**config.mk**
```make
export PLATFORM = sky130hd
export DESIGN_NAME = lcd_frame_sequencer
export DESIGN_NICKNAME = d
export VERILOG_FILES = /design/src/rtl/lcd_frame_sequencer.sv
export SDC_FILE = /design/constraint.sdc
export NUM_CORES = 1
export LEC_CHECK = 0
export BUFFER_PORTS_ARGS = -buffer_cell sky130_fd_sc_hd__buf_2
export CAP_MARGIN = 40
export CORE_MARGIN = 10
export CORE_UTILIZATION = 42
export CTS_CLUSTER_SIZE = 40
export DETAILED_ROUTE_END_ITERATION = 8
export SETUP_SLACK_MARGIN = 0.3
export SLEW_MARGIN = 20
export SYNTH_ARGS = -nofsm -noshare
export SYNTH_HDL_FRONTEND = slang
export SYNTH_SLANG_ARGS = --single-unit
```
**constraint.sdc**
```tcl
create_clock -name clk -period 3.16 [get_ports clk]
set_clock_uncertainty 0.15 [all_clocks]
set_input_delay 0.316 -clock clk [delete_from_list [all_inputs] [get_ports clk]]
set_output_delay 0.316 -clock clk [all_outputs]
set_load 0.02 [all_outputs]
```
**src/rtl/lcd_frame_sequencer.sv**
```systemverilog
// lcd_frame_sequencer
//   Command initiator for the character-LCD driver. After reset it pulses the
//   driver reset, runs the HD44780 init sequence (0x38, 0x0C, 0x06, 0x01) and
//   then writes 18-byte display frames on request or when the displayed inputs
//   change. Line 1 shows the BCD counted time as "hh:mm:ss"; line 2 shows
//   either "SET nn  " (set-time mode, minutes in decimal) or "RUN     ".
//   Every byte is issued with a RDY/ENB handshake: one ENB pulse per RDY.
// Ports
//   clk          LCD-domain clock
//   RST          synchronous active-high reset
//   frame_req    1-cycle refresh request pulse
//   setTime      set-time mode flag
//   timeIn       minutes being set, binary 0..63
//   countedTime  BCD {h1,h0,m1,m0,s1,s0}
//   RDY          driver ready for the next operation
//   DATA/OPER    byte and RS select to the driver (OPER=1 for data writes)
//   ENB          1-cycle issue strobe
//   drv_RST      reset to the driver
//   busy         init or frame in progress
//   frame_done   1-cycle pulse once the last frame byte has been accepted
module lcd_frame_sequencer #(
  parameter int RST_CYCLES   = 4,
  parameter bit AUTO_REFRESH = 1'b1
) (
  input  logic        clk,
  input  logic        RST,
  input  logic        frame_req,
  input  logic        setTime,
  input  logic [5:0]  timeIn,
  input  logic [23:0] countedTime,
  input  logic        RDY,
  output logic [7:0]  DATA,
  output logic        OPER,
  output logic        ENB,
  output logic        drv_RST,
  output logic        busy,
  output logic        frame_done
);

  typedef enum logic [2:0] {
    S_DRST  = 3'd0,
    S_INIT  = 3'd1,
    S_IDLE  = 3'd2,
    S_LATCH = 3'd3,
    S_ISSUE = 3'd4,
    S_WAIT  = 3'd5,
    S_DONE  = 3'd6
  } state_t;

  localparam logic [7:0] CNT_LAST   = 8'(RST_CYCLES - 1);
  localparam logic [4:0] LAST_INIT  = 5'd3;
  localparam logic [4:0] LAST_FRAME = 5'd17;

  // BCD nibble to ASCII; nibbles above 9 are shown as '?'.
  function automatic logic [7:0] digit_char(input logic [3:0] d);
    if (d <= 4'd9) begin
      return 8'h30 + {4'h0, d};
    end else begin
      return 8'h3F;
    end
  endfunction

  // Tens digit of a 0..63 binary value.
  function automatic logic [3:0] tens_of(input logic [5:0] v);
    if (v >= 6'd60) begin
      return 4'd6;
    end else if (v >= 6'd50) begin
      return 4'd5;
    end else if (v >= 6'd40) begin
      return 4'd4;
    end else if (v >= 6'd30) begin
      return 4'd3;
    end else if (v >= 6'd20) begin
      return 4'd2;
    end else if (v >= 6'd10) begin
      return 4'd1;
    end else begin
      return 4'd0;
    end
  endfunction

  state_t      state_q, state_d;
  logic [7:0]  cnt_q, cnt_d;
  logic [4:0]  idx_q, idx_d;
  logic        in_init_q, in_init_d;
  logic        wait_skip_q, wait_skip_d;
  logic        pending_q, pending_d;
  logic        snap_valid_q, snap_valid_d;
  logic        snap_set_q, snap_set_d;
  logic [5:0]  snap_time_q, snap_time_d;
  logic [23:0] snap_cnt_q, snap_cnt_d;
  logic [7:0]  data_q, data_d;
  logic        oper_q, oper_d;
  logic        enb_q, enb_d;
  logic        drv_rst_q, drv_rst_d;
  logic        busy_q, busy_d;
  logic        frame_done_q, frame_done_d;

  logic [3:0]  tens_s;
  logic [3:0]  units_s;
  logic [7:0]  init_byte_s;
  logic [7:0]  frame_byte_s;
  logic        frame_oper_s;
  logic        snap_diff_s;
  logic        last_byte_s;

  assign tens_s      = tens_of(snap_time_q);
  assign units_s     = 4'(snap_time_q - ({2'b00, tens_s} * 6'd10));
  assign snap_diff_s = !snap_valid_q ||
                       ({setTime, timeIn, countedTime} != {snap_set_q, snap_time_q, snap_cnt_q});
  assign last_byte_s = in_init_q ? (idx_q == LAST_INIT) : (idx_q == LAST_FRAME);

  // Init instruction table indexed by the byte counter.
  always_comb begin
    init_byte_s = 8'h38;
    case (idx_q[1:0])
      2'd0:    init_byte_s = 8'h38;
      2'd1:    init_byte_s = 8'h0C;
      2'd2:    init_byte_s = 8'h06;
      2'd3:    init_byte_s = 8'h01;
      default: init_byte_s = 8'h38;
    endcase
  end

  // Frame byte table, rendered only from the latched snapshot.
  always_comb begin
    frame_byte_s = 8'h20;
    frame_oper_s = 1'b1;
    case (idx_q)
      5'd0:  begin frame_byte_s = 8'h80; frame_oper_s = 1'b0; end
      5'd1:  frame_byte_s = digit_char(snap_cnt_q[23:20]);
      5'd2:  frame_byte_s = digit_char(snap_cnt_q[19:16]);
      5'd3:  frame_byte_s = 8'h3A;
      5'd4:  frame_byte_s = digit_char(snap_cnt_q[15:12]);
      5'd5:  frame_byte_s = digit_char(snap_cnt_q[11:8]);
      5'd6:  frame_byte_s = 8'h3A;
      5'd7:  frame_byte_s = digit_char(snap_cnt_q[7:4]);
      5'd8:  frame_byte_s = digit_char(snap_cnt_q[3:0]);
      5'd9:  begin frame_byte_s = 8'hC0; frame_oper_s = 1'b0; end
      5'd10: frame_byte_s = snap_set_q ? 8'h53 : 8'h52;
      5'd11: frame_byte_s = snap_set_q ? 8'h45 : 8'h55;
      5'd12: frame_byte_s = snap_set_q ? 8'h54 : 8'h4E;
      5'd14: frame_byte_s = snap_set_q ? digit_char(tens_s) : 8'h20;
      5'd15: frame_byte_s = snap_set_q ? digit_char(units_s) : 8'h20;
      default: frame_byte_s = 8'h20;
    endcase
  end

  // Next-state and registered-output decode for the sequencer.
  always_comb begin
    state_d      = state_q;
    cnt_d        = cnt_q;
    idx_d        = idx_q;
    in_init_d    = in_init_q;
    wait_skip_d  = 1'b0;
    pending_d    = pending_q;
    snap_valid_d = snap_valid_q;
    snap_set_d   = snap_set_q;
    snap_time_d  = snap_time_q;
    snap_cnt_d   = snap_cnt_q;
    data_d       = data_q;
    oper_d       = oper_q;
    enb_d        = 1'b0;
    frame_done_d = 1'b0;
    case (state_q)
      S_DRST: begin
        if (cnt_q == CNT_LAST) begin
          state_d   = S_INIT;
          idx_d     = 5'd0;
          in_init_d = 1'b1;
        end else begin
          cnt_d = cnt_q + 8'd1;
        end
      end
      S_INIT, S_ISSUE: begin
        if (RDY) begin
          data_d      = (state_q == S_INIT) ? init_byte_s : frame_byte_s;
          oper_d      = (state_q == S_INIT) ? 1'b0 : frame_oper_s;
          enb_d       = 1'b1;
          wait_skip_d = 1'b1;
          state_d     = S_WAIT;
        end else begin
          state_d = state_q;
        end
      end
      S_WAIT: begin
        // The cycle right after ENB still sees the driver's stale RDY.
        if (wait_skip_q) begin
          state_d = S_WAIT;
        end else if (RDY && last_byte_s && in_init_q) begin
          state_d   = S_IDLE;
          in_init_d = 1'b0;
          pending_d = 1'b1;
        end else if (RDY && last_byte_s) begin
          state_d      = S_DONE;
          frame_done_d = 1'b1;
        end else if (RDY) begin
          idx_d   = idx_q + 5'd1;
          state_d = in_init_q ? S_INIT : S_ISSUE;
        end else begin
          state_d = S_WAIT;
        end
      end
      S_IDLE: begin
        if (frame_req || pending_q || (AUTO_REFRESH && snap_diff_s)) begin
          state_d = S_LATCH;
        end else begin
          state_d = S_IDLE;
        end
      end
      S_LATCH: begin
        snap_valid_d = 1'b1;
        snap_set_d   = setTime;
        snap_time_d  = timeIn;
        snap_cnt_d   = countedTime;
        pending_d    = 1'b0;
        idx_d        = 5'd0;
        state_d      = S_ISSUE;
      end
      S_DONE: begin
        state_d = S_IDLE;
      end
      default: begin
        state_d = S_DRST;
        cnt_d   = 8'd0;
      end
    endcase
    // Requests arriving while not idle collapse into a single pending frame.
    pending_d = pending_d | (frame_req && (state_q != S_IDLE));
    busy_d    = (state_d != S_IDLE);
    drv_rst_d = (state_d == S_DRST);
  end

  // State and output registers with synchronous reset.
  always_ff @(posedge clk) begin
    if (RST) begin
      state_q      <= S_DRST;
      cnt_q        <= 8'd0;
      idx_q        <= 5'd0;
      in_init_q    <= 1'b0;
      wait_skip_q  <= 1'b0;
      pending_q    <= 1'b0;
      snap_valid_q <= 1'b0;
      snap_set_q   <= 1'b0;
      snap_time_q  <= 6'd0;
      snap_cnt_q   <= 24'd0;
      data_q       <= 8'd0;
      oper_q       <= 1'b0;
      enb_q        <= 1'b0;
      drv_rst_q    <= 1'b1;
      busy_q       <= 1'b1;
      frame_done_q <= 1'b0;
    end else begin
      state_q      <= state_d;
      cnt_q        <= cnt_d;
      idx_q        <= idx_d;
      in_init_q    <= in_init_d;
      wait_skip_q  <= wait_skip_d;
      pending_q    <= pending_d;
      snap_valid_q <= snap_valid_d;
      snap_set_q   <= snap_set_d;
      snap_time_q  <= snap_time_d;
      snap_cnt_q   <= snap_cnt_d;
      data_q       <= data_d;
      oper_q       <= oper_d;
      enb_q        <= enb_d;
      drv_rst_q    <= drv_rst_d;
      busy_q       <= busy_d;
      frame_done_q <= frame_done_d;
    end
  end

  assign DATA       = data_q;
  assign OPER       = oper_q;
  assign ENB        = enb_q;
  assign drv_RST    = drv_rst_q;
  assign busy       = busy_q;
  assign frame_done = frame_done_q;

endmodule
```
# ---- Yosys cells after proc, flatten, opt, wreduce, memory -nomap -nowiden
# Cells that the tools add are included.
dict set report classes {
  addsub 11
  multipliers 1
  n_lt_le_gt_ge 14
  eq_ne 35
  muxes 51
  n_bitwise 4
  reduce_logical 23
}
# operator count
set op_table {}
lappend op_table {{$pmux W8 S14} 1}
lappend op_table {{$add A6 B4 Y7 const A} 8}
lappend op_table {{$mux W7} 8}
lappend op_table {{$eq A5 B4 Y1 const B} 7}
lappend op_table {{$mux W5} 7}
lappend op_table {{$le A4 B4 Y1 const B} 8}
lappend op_table {{$mux W8} 4}
lappend op_table {{$pmux W8 S4} 1}
lappend op_table {{$ne A31 B31 Y1} 1}
lappend op_table {{$mux W3} 9}
lappend op_table {{$eq A5 B3 Y1 const B} 4}
lappend op_table {{$ge A6 B6 Y1 const B} 3}
lappend op_table {{$pmux W3 S6} 1}
lappend op_table {{$pmux W8 S2} 1}
lappend op_table {{$pmux W5 S3} 1}
lappend op_table {{$ne A2 B2 Y1 const B} 7}
lappend op_table {{$mux W1} 13}
lappend op_table {{$ge A6 B5 Y1 const B} 2}
lappend op_table {{$eq A5 B2 Y1 const B} 2}
lappend op_table {{$eq A3 B3 Y1 const B} 3}
lappend op_table {{$add A8 B1 Y8 const B} 1}
lappend op_table {{$eq A8 B2 Y1 const B} 1}
lappend op_table {{$reduce_or A2 Y1} 4}
lappend op_table {{$eq A3 B2 Y1 const B} 2}
lappend op_table {{other kinds (28)} 40}
dict set report totals {
  reg_bits 63
  input_bits 35
  word_cells 154
}

# ---- Longest topological paths before layout
# Gate-level depths: netlist of run 1.
dict set report depth {
  depth_word 14
  depth_mapped 10
  depth_no_buf 9
}

# ---- Worst setup path after synthesis of run 1
# No wires, ideal clock.
dict set report synth_timing {
  path_kind {flip-flop to flip-flop}
  start {reg snap_time_q[4]}
  end {reg data_q[2] (netlist: DATA[2])}
  setup_ns 0.145
  t_arrival_ns 2.401
  required_ns 2.865
  path_slack_ns 0.465
  stages_incl_launch_ff 11
  n_path_buf 1
  period_less_slack_ns 2.695
  cell_sequence {dfxtp_1 -> clkbuf_1 -> nor4bb_1 -> a41o_1 -> a211oi_1 -> ha_1 -> fa_1 -> nor2_1 -> a2111oi_0 -> and4_1 -> a221oi_2}
}
dict set report synth_via {
  elab_chain_len 14
  elab_cells_between_ends 24
  cone_classes {add/sub: 3; mul: 1; order compare: 8; mux: 12}
}
# element line_no
set synth_rtl {}
lappend synth_rtl {{start, declared} 90} ;# logic [5:0] snap_time_q, snap_time_d;
lappend synth_rtl {{start signal, assigned} 262} ;# snap_time_q <= snap_time_d;
lappend synth_rtl {{$ge A6 B4 Y1} 75} ;# end else if (v >= 6'd10) begin
lappend synth_rtl {{$mux W1} 75}
lappend synth_rtl {{$mux W2} 73} ;# end else if (v >= 6'd20) begin
lappend synth_rtl {{$mux W2} 71} ;# end else if (v >= 6'd30) begin
lappend synth_rtl {{$mux W3} 69} ;# end else if (v >= 6'd40) begin
lappend synth_rtl {{$mux W3} 67} ;# end else if (v >= 6'd50) begin
lappend synth_rtl {{$mux W4 (*)} 65} ;# if (v >= 6'd60) begin
lappend synth_rtl {{$mul A4 B3 Y3} 108} ;# assign units_s = 4'(snap_time_q - ({2'b00, tens_s} * 6'd10));
lappend synth_rtl {{$sub A4 B4 Y4} 108}
lappend synth_rtl {{$add A6 B4 Y7 / $le A4 B4 Y1 (equally long branches)} {57, 56}}
lappend synth_rtl {{$mux W7} 56} ;# if (d <= 4'd9) begin
lappend synth_rtl {{$mux W8} 144} ;# 5'd15: frame_byte_s = snap_set_q ? digit_char(units_s) : 8'h20;
lappend synth_rtl {{$pmux W8 S14 (*)} 129} ;# case (idx_q)
lappend synth_rtl {{$mux W8 (*)} 177} ;# data_d = (state_q == S_INIT) ? init_byte_s : frame_byte_s;
lappend synth_rtl {{end signal, assigned} 264} ;# data_q <= data_d;
lappend synth_rtl {{end, declared} 92} ;# logic [7:0] data_q, data_d;
# Mark *: on every way between the ends. The rest lies on a longest branch, timed or not.
# A chain may end at the register's enable or synchronous reset.

# ---- Final worst setup path of run 1
# Ends and elaborated chain as after synthesis.

==> impl_metrics.toml, run 1 <==
[final_layout]
finalInstanceArea_um2 = 4583
antennaDiodeCount = 0
finalNetCount = 601
fin_cells = 690
nFillCells = 949
area_growth_pct = 13.37
drive_gt1_share_pct = 16.40

[pwr]
switching_power_uw = 658.3
p_int_uw = 1454
clkPwrFrac_pct = 35.5
power_density_nw_per_um2 = 460.8
vdd_ir_drop_max_uv = 200.0
switching_share_pct = 31.17
pwr-share-seq_pct = 41.7
pwr-share-comb_pct = 22.8
cellLeakagePower_uw = 0.001726

[die]
ios = 48
start_util_pct = 43.34
dieHeight_um = 118.1
die_w_um = 118.1
die_area_um2 = 13950
core_um2 = 9328
rows = 35

[yosys]
synth_edf_count = 0
synth-seq-cells = 63
yosys.area.top_type_share_pct = 31.20
syn_nets = 569
ys_async_sr_fraction_pct = 0
seq_area_frac_synth_pct = 31.20
synth_cell_types = 71
yosysTopAreaCell = "dfxtp_1"
synthTopCellsByArea = "dfxtp_1 (31%), a21oi_1 (8.5%), nand2_1 (8.2%), xor2_1 (7.6%), nor2_1 (3.2%)"
synth_cells = 524
synth_ff_type = "dfxtp_1"
ys_warn_count = 0
syn-cell-area_um2 = 4043
synth.avg_cell_area_um2 = 7.715

[global_routing]
overflow = 0
grt.total_usage_pct = 16.17
grt_pass1_vias = 3718
grt_max_degree = 33
grt_pass1_wl_mm = 18.81
antenna_found_initial = 0

[placed_design]
io_buffers = 47
dpl-instance-area_um2 = 4353
place_hpwl_mm = 8.663
post-place-ws_ns = 0.2536
gp_congestion = 0.9119
place_inst = 674

[timing]
worst_slack_ns = 0.4742
fin_crit_sh_pct = 84.99
finalHoldViolations = 0
slew_headroom_pct = 49.38
tightest_slew_ns = 0.7491
timing.fmax_mhz = 372.3
whs_ns = 0.05411
setup_viol = 0
tns_ns = 0
fin_crit_ns = 2.686
slew_viol_final = 0
rsz0062_at_grt = "no"

[critical_path]
ff2ff_path_depth = 9
startpoint = "snap_time_q[4]"
reg2reg_slack_ns = 0.47
r2r_end = "DATA[2]"
crit_type = "reg2reg"
arrival_ns = 2.75
crit_path_end = "DATA[2]"
endpoint_kind = "flop"
cp.required_ns = 3.22
r2r_start = "snap_time_q[4]"
critPathMaxFanout = 12
crit_path_start_kind = "flop"

[drt]
antenna_left = 0
drc_errors = 0
drt_first_pass_iters = 5
wl_mm = 11.51
wl_per_cell_um = 16.67
drtIter0Drc = 309
via_per_inst = 5.700
vias = 3933

[flow_run]
drv_cap = 0

[status]
status = "finished clean"

[clocking]
root_buffer = "clkbuf_8"
htreeDepth = 3
hold_buffers = 0
cts_tree = "yes"
clockBufferDepth = 2
cts_setup_buffers = 0
cts_made_buffers = 9
cts_resized = 1
clk_pin_slew_ns = 0.08
clock_latency_ns = 0.35
numClockSinks = 63

[min_path]
min_path_type = "in2reg"
[flip-flops by register name (all words and copies together), names as in the netlist, 3 cells and up]
register	cells
snap_cnt_q	24
DATA	8
cnt_q	8
snap_time_q	6
idx_q	5
state_q	3
[power by group through the flow]
stage	clock (uW)	combinational [uW]	sequential, uW
CTS	766	480	881
global route	801	537	888
floorplan	0	317	916
global placement	0	477	898
finish	749	482	881
detailed placement	0	476	899
[worst min-delay path by stage]
stage                   startpoint        endpoint  slack (ns)  cells after the start
floorplan             snap_valid_q    snap_valid_q        0.28                      2
finish                   timeIn[5]  snap_time_q[5]        0.05                      3
CTS                      timeIn[4]  snap_time_q[4]        0.05                      3
global placement           DATA[6]         DATA[6]        0.29                      2
global route        countedTime[5]   snap_cnt_q[5]        0.06                      3
detailed placement         DATA[6]         DATA[6]        0.30                      2
[cell usage after synthesis, types with 2 or more instances]
cell / instances
nand2_1: 88
a21oi_1: 69
dfxtp_1: 63
xor2_1: 35
nor2_1: 34
clkbuf_1: 20
o21ai_0: 19
inv_1: 13
buf_2: 11
nor3_1: 10
nor4_1: 10
ha_1: 9
nand2b_1: 9
o21a_1: 9
nand3_1: 8
nand4_1: 8
nor2b_1: 8
a21o_1: 6
and3_1: 5
mux2i_1: 5
o21bai_1: 5
nor4b_1: 4
nor4bb_1: 4
a2111oi_0: 3
a211o_1: 3
a221oi_2: 3
a2bb2oi_1: 3
a31oi_1: 3
o221ai_1: 3
or4_1: 3
or4b_1: 3
a211oi_1: 2
a221oi_1: 2
a22oi_1: 2
a31o_1: 2
and4_1: 2
o2111ai_1: 2
or3_1: 2
or3b_2: 2
[per-stage QoR]
| step | power, uW | utilization [%] |
|---|---|---|
| finish | 2112 | 49.13 |
| global route | 2226 | 49.13 |
| CTS | 2127 | 48.92 |
| detailed placement | 1375 | 46.67 |
| global placement | 1375 | 46.67 |
| floorplan | 1233 | - |
[final cells by class]
type | instances | area, um2 | area share (%)
Multi-Input combinational cell | 415 | 2608 | 56.89
Sequential cell | 63 | 1269 | 27.68
Timing Repair Buffer | 54 | 287.8 | 6.279
Clock buffer | 13 | 168.9 | 3.686
Tap cell | 129 | 161.4 | 3.522
Inverter | 13 | 48.80 | 1.065
Clock inverter | 3 | 40.04 | 0.8736
[placed cells by master (no fill, tap or decap), types with 5 or more instances in the layout]
master	n
dfxtp_1	59
inv_1	13
nand2b_1	9
clkbuf_8	12
nor4_1	10
a21oi_1	69
nor2b_1	7
buf_2	47
buf_4	7
nor3_1	10
nand4_1	8
nand2_1	88
xor2_1	35
o21bai_1	5
nor2_1	33
o21a_1	9
and3_1	5
o21ai_0	19
ha_1	9
nand3_1	8
a21o_1	6
mux2i_1	5
[metal layers]
layer  up-vias  track usage, %  share of wire (%)  wire [um]
met5         -               0                  0          0
met4         0           6.337                1.6        187
met3        18           4.221                6.7        769
met2       113           25.10                 46       5313
met1      1844           20.83                 45       5234
li1       1958               -                  -          -
[logic make-up (layout without fill, tap and decap cells)]
logic type	after synthesis	count (layout)	share of synthesized area (%)
adder cells (fa/ha/maj)	11	11	3.528
AND/OR/NAND/NOR	211	211	26.90
XOR/XNOR	36	36	7.799
buffers and inverters	46	83	4.704
AO/OA/AOI/OAI	151	151	24.36
multiplexers	6	6	1.517
flip-flops	63	63	31.20
[worst max-delay path: stages (launching register included)]
cell	delay, ns
dfxtp_4	0.42
nor4bb_1	0.30
a41o_1	0.15
a211oi_2	0.05
ha_1	0.20
fa_1	0.52
nor2_1	0.09
a2111oi_2	0.34
and4_1	0.26
a221oi_2	0.06
No activity file was read; power rests on OpenSTA's default activity.
==> run 2: changes to the inputs <==
clock period = 2.4 ns   (was 3.16 ns; I/O delays follow)
==> run 2 against run 1 <==
Effect of this change: the run now ends with negative setup slack left; count of clock-buffer cells in the layout fell by 3; final area grew 16%; setup slack worse by 0.69 ns; final cell count up 9.3%; combinational power increased by 52%; highest routed layer unchanged; wire length grew 6.3%.
==> impl_metrics.toml, run 2 (same netlist as run 1, synthesis figures left out) <==
[timing]
whs_ns = 0.01099
fin_crit_sh_pct = 109.2
tightest_slew_ns = 0.5623
setup_viol = 2
rsz0062_at_grt = "yes"
fin_crit_ns = 2.620
finalHoldViolations = 0
timing.fmax_mhz = 381.7
slew_headroom_pct = 62.11
worst_slack_ns = -0.2197
slew_viol_final = 0

[critical_path]
critPathMaxFanout = 7
crit_family = "compound AO/OA/AOI/OAI gates"
cp.required_ns = 2.53
ff2ff_path_depth = 9
crit_path_top_delay_cell = "fa_2"
path_depth = 9
cp_num_buf_inv = 1
endpoint_kind = "flop"
arrival_ns = 2.75
crit_path_start_kind = "flop"
max_stage_delay_ns = 0.47
crit_chain = "buf_6, a41o_1, a211oi_2, ha_2, fa_2, a221oi_2, o21ai_1, a211o_1, a31oi_1"
crit_type = "reg2reg"

[clocking]
numClockSinks = 63
htreeDepth = 3
root_buffer = "clkbuf_8"
cts_tree = "yes"
clockBufferDepth = 2
cts_made_buffers = 9
clk_pin_slew_ns = 0.07
clock_latency_ns = 0.35

[min_path]
min_path_type = "in2reg"
hold_depth = 3

[drt]
wl_mm = 12.23
via_per_inst = 5.501
drtIter0Drc = 264
wl_met2_mm = 5.776
antenna_left = 0
met3WireLength_um = 749
vias = 4148
wl_per_cell_um = 16.22
wl_met1_mm = 5.503
drt_first_pass_iters = 5
drc_errors = 0
top_layer = "met4"

[die]
core_um2 = 9328
dieHeight_um = 118.1
die_w_um = 118.1
die_area_um2 = 13950
rows = 35
ios = 48
start_util_pct = 43.34

[status]
status = "complete, but fails checks"
violations = "negative setup slack"

[final_layout]
finalInstanceArea_um2 = 5313
regMostFlops = "snap_cnt_q"
area_growth_pct = 31.41
antennaDiodeCount = 0
drive_gt1_share_pct = 25.60
register_area_um2 = 1289
post-route-util_pct = 56.96
finalNetCount = 665
largest_register_ffs = 24
final_cell_mix = "nand2_1 (87), a21oi_1 (66), dfxtp_1 (53)"
fin_cells = 754
layout_commonest_cell = "nand2_1"
nFillCells = 878
multi_input_area_um2 = 2760

[global_routing]
antenna_found_initial = 0
grt_pass1_vias = 4094
grt_max_degree = 37
overflow = 0
grt.total_usage_pct = 17.14
grt_pass1_wl_mm = 20.15

[placed_design]
place_inst = 710
io_buffers = 47
place_hpwl_mm = 8.872
post-place-ws_ns = -0.2840
gp_congestion = 0.8974
dpl-instance-area_um2 = 4632

[pwr]
power_density_nw_per_um2 = 552.3
vdd_ir_drop_max_uv = 293.3
cellLeakagePower_uw = 0.002040

[flow_run]
drv_cap = 0
## run 2: cell count changes in the layout (fill, tap and decap cells not counted), moves of 5 or more
cell and delta:
buf_4 +37, dlygate4sd3_1 +25, dfxtp_4 +5, ha_1 -5
dfxtp_1 -6
## run 2: final timing paths
kind         slack [ns]      startpoint             to
max               -0.22  snap_time_q[3]        DATA[0]
min                0.01  countedTime[2]  snap_cnt_q[2]
max reg2reg       -0.22  snap_time_q[3]        DATA[0]
min reg2reg        0.30         DATA[6]        DATA[6]
## run 2: area by class of cell
cell class / count / share of cell area [%]
Tap cell: 129 / 3.038
Clock inverter: 6 / 1.602
Inverter: 13 / 0.9656
Sequential cell: 63 / 24.26
Clock buffer: 10 / 2.402
Timing Repair Buffer: 118 / 15.78
Multi-Input combinational cell: 415 / 51.95
## run 2: layer usage
layer  track usage [%]  vias to the layer above
met5                 0                        -
met4             6.337                        0
met3             3.885                       25
met2             28.27                      122
met1             21.24                     1930
li1                  -                     2071
## run 2: power breakdown
part / total (uW) / internal (uW) / switching (uW)
clock: 1020 / 581 / 443
combinational: 735 / 321 / 414
sequential: 1180 / 1110 / 64.7
total: 2930 / 2010 / 921
## run 2: through the flow
stage	setup TNS (ns)	total power, uW
after floorplan	-0.2039	1624
after global placement	-0.2961	1847
after detailed placement	-0.6623	1851
after CTS	-0.3555	2933
after global routing	-0.8828	3095
final	-0.3834	2934
## run 2: timing repair
item	CTS	global route
pin swaps	13	7
endpoints found under the hold margin	25	0
buffers inserted	3	0
hold buffers	25	0
gates resized for setup	36	17
endpoints found under the setup margin	13	13
## run 2: worst register-to-register path, cell delays in order (launching register included)
cell	delay [ns]
dfxtp_4	0.37
buf_6	0.12
a41o_1	0.23
a211oi_2	0.20
ha_2	0.23
fa_2	0.47
a221oi_2	0.30
o21ai_1	0.10
a211o_1	0.24
a31oi_1	0.15
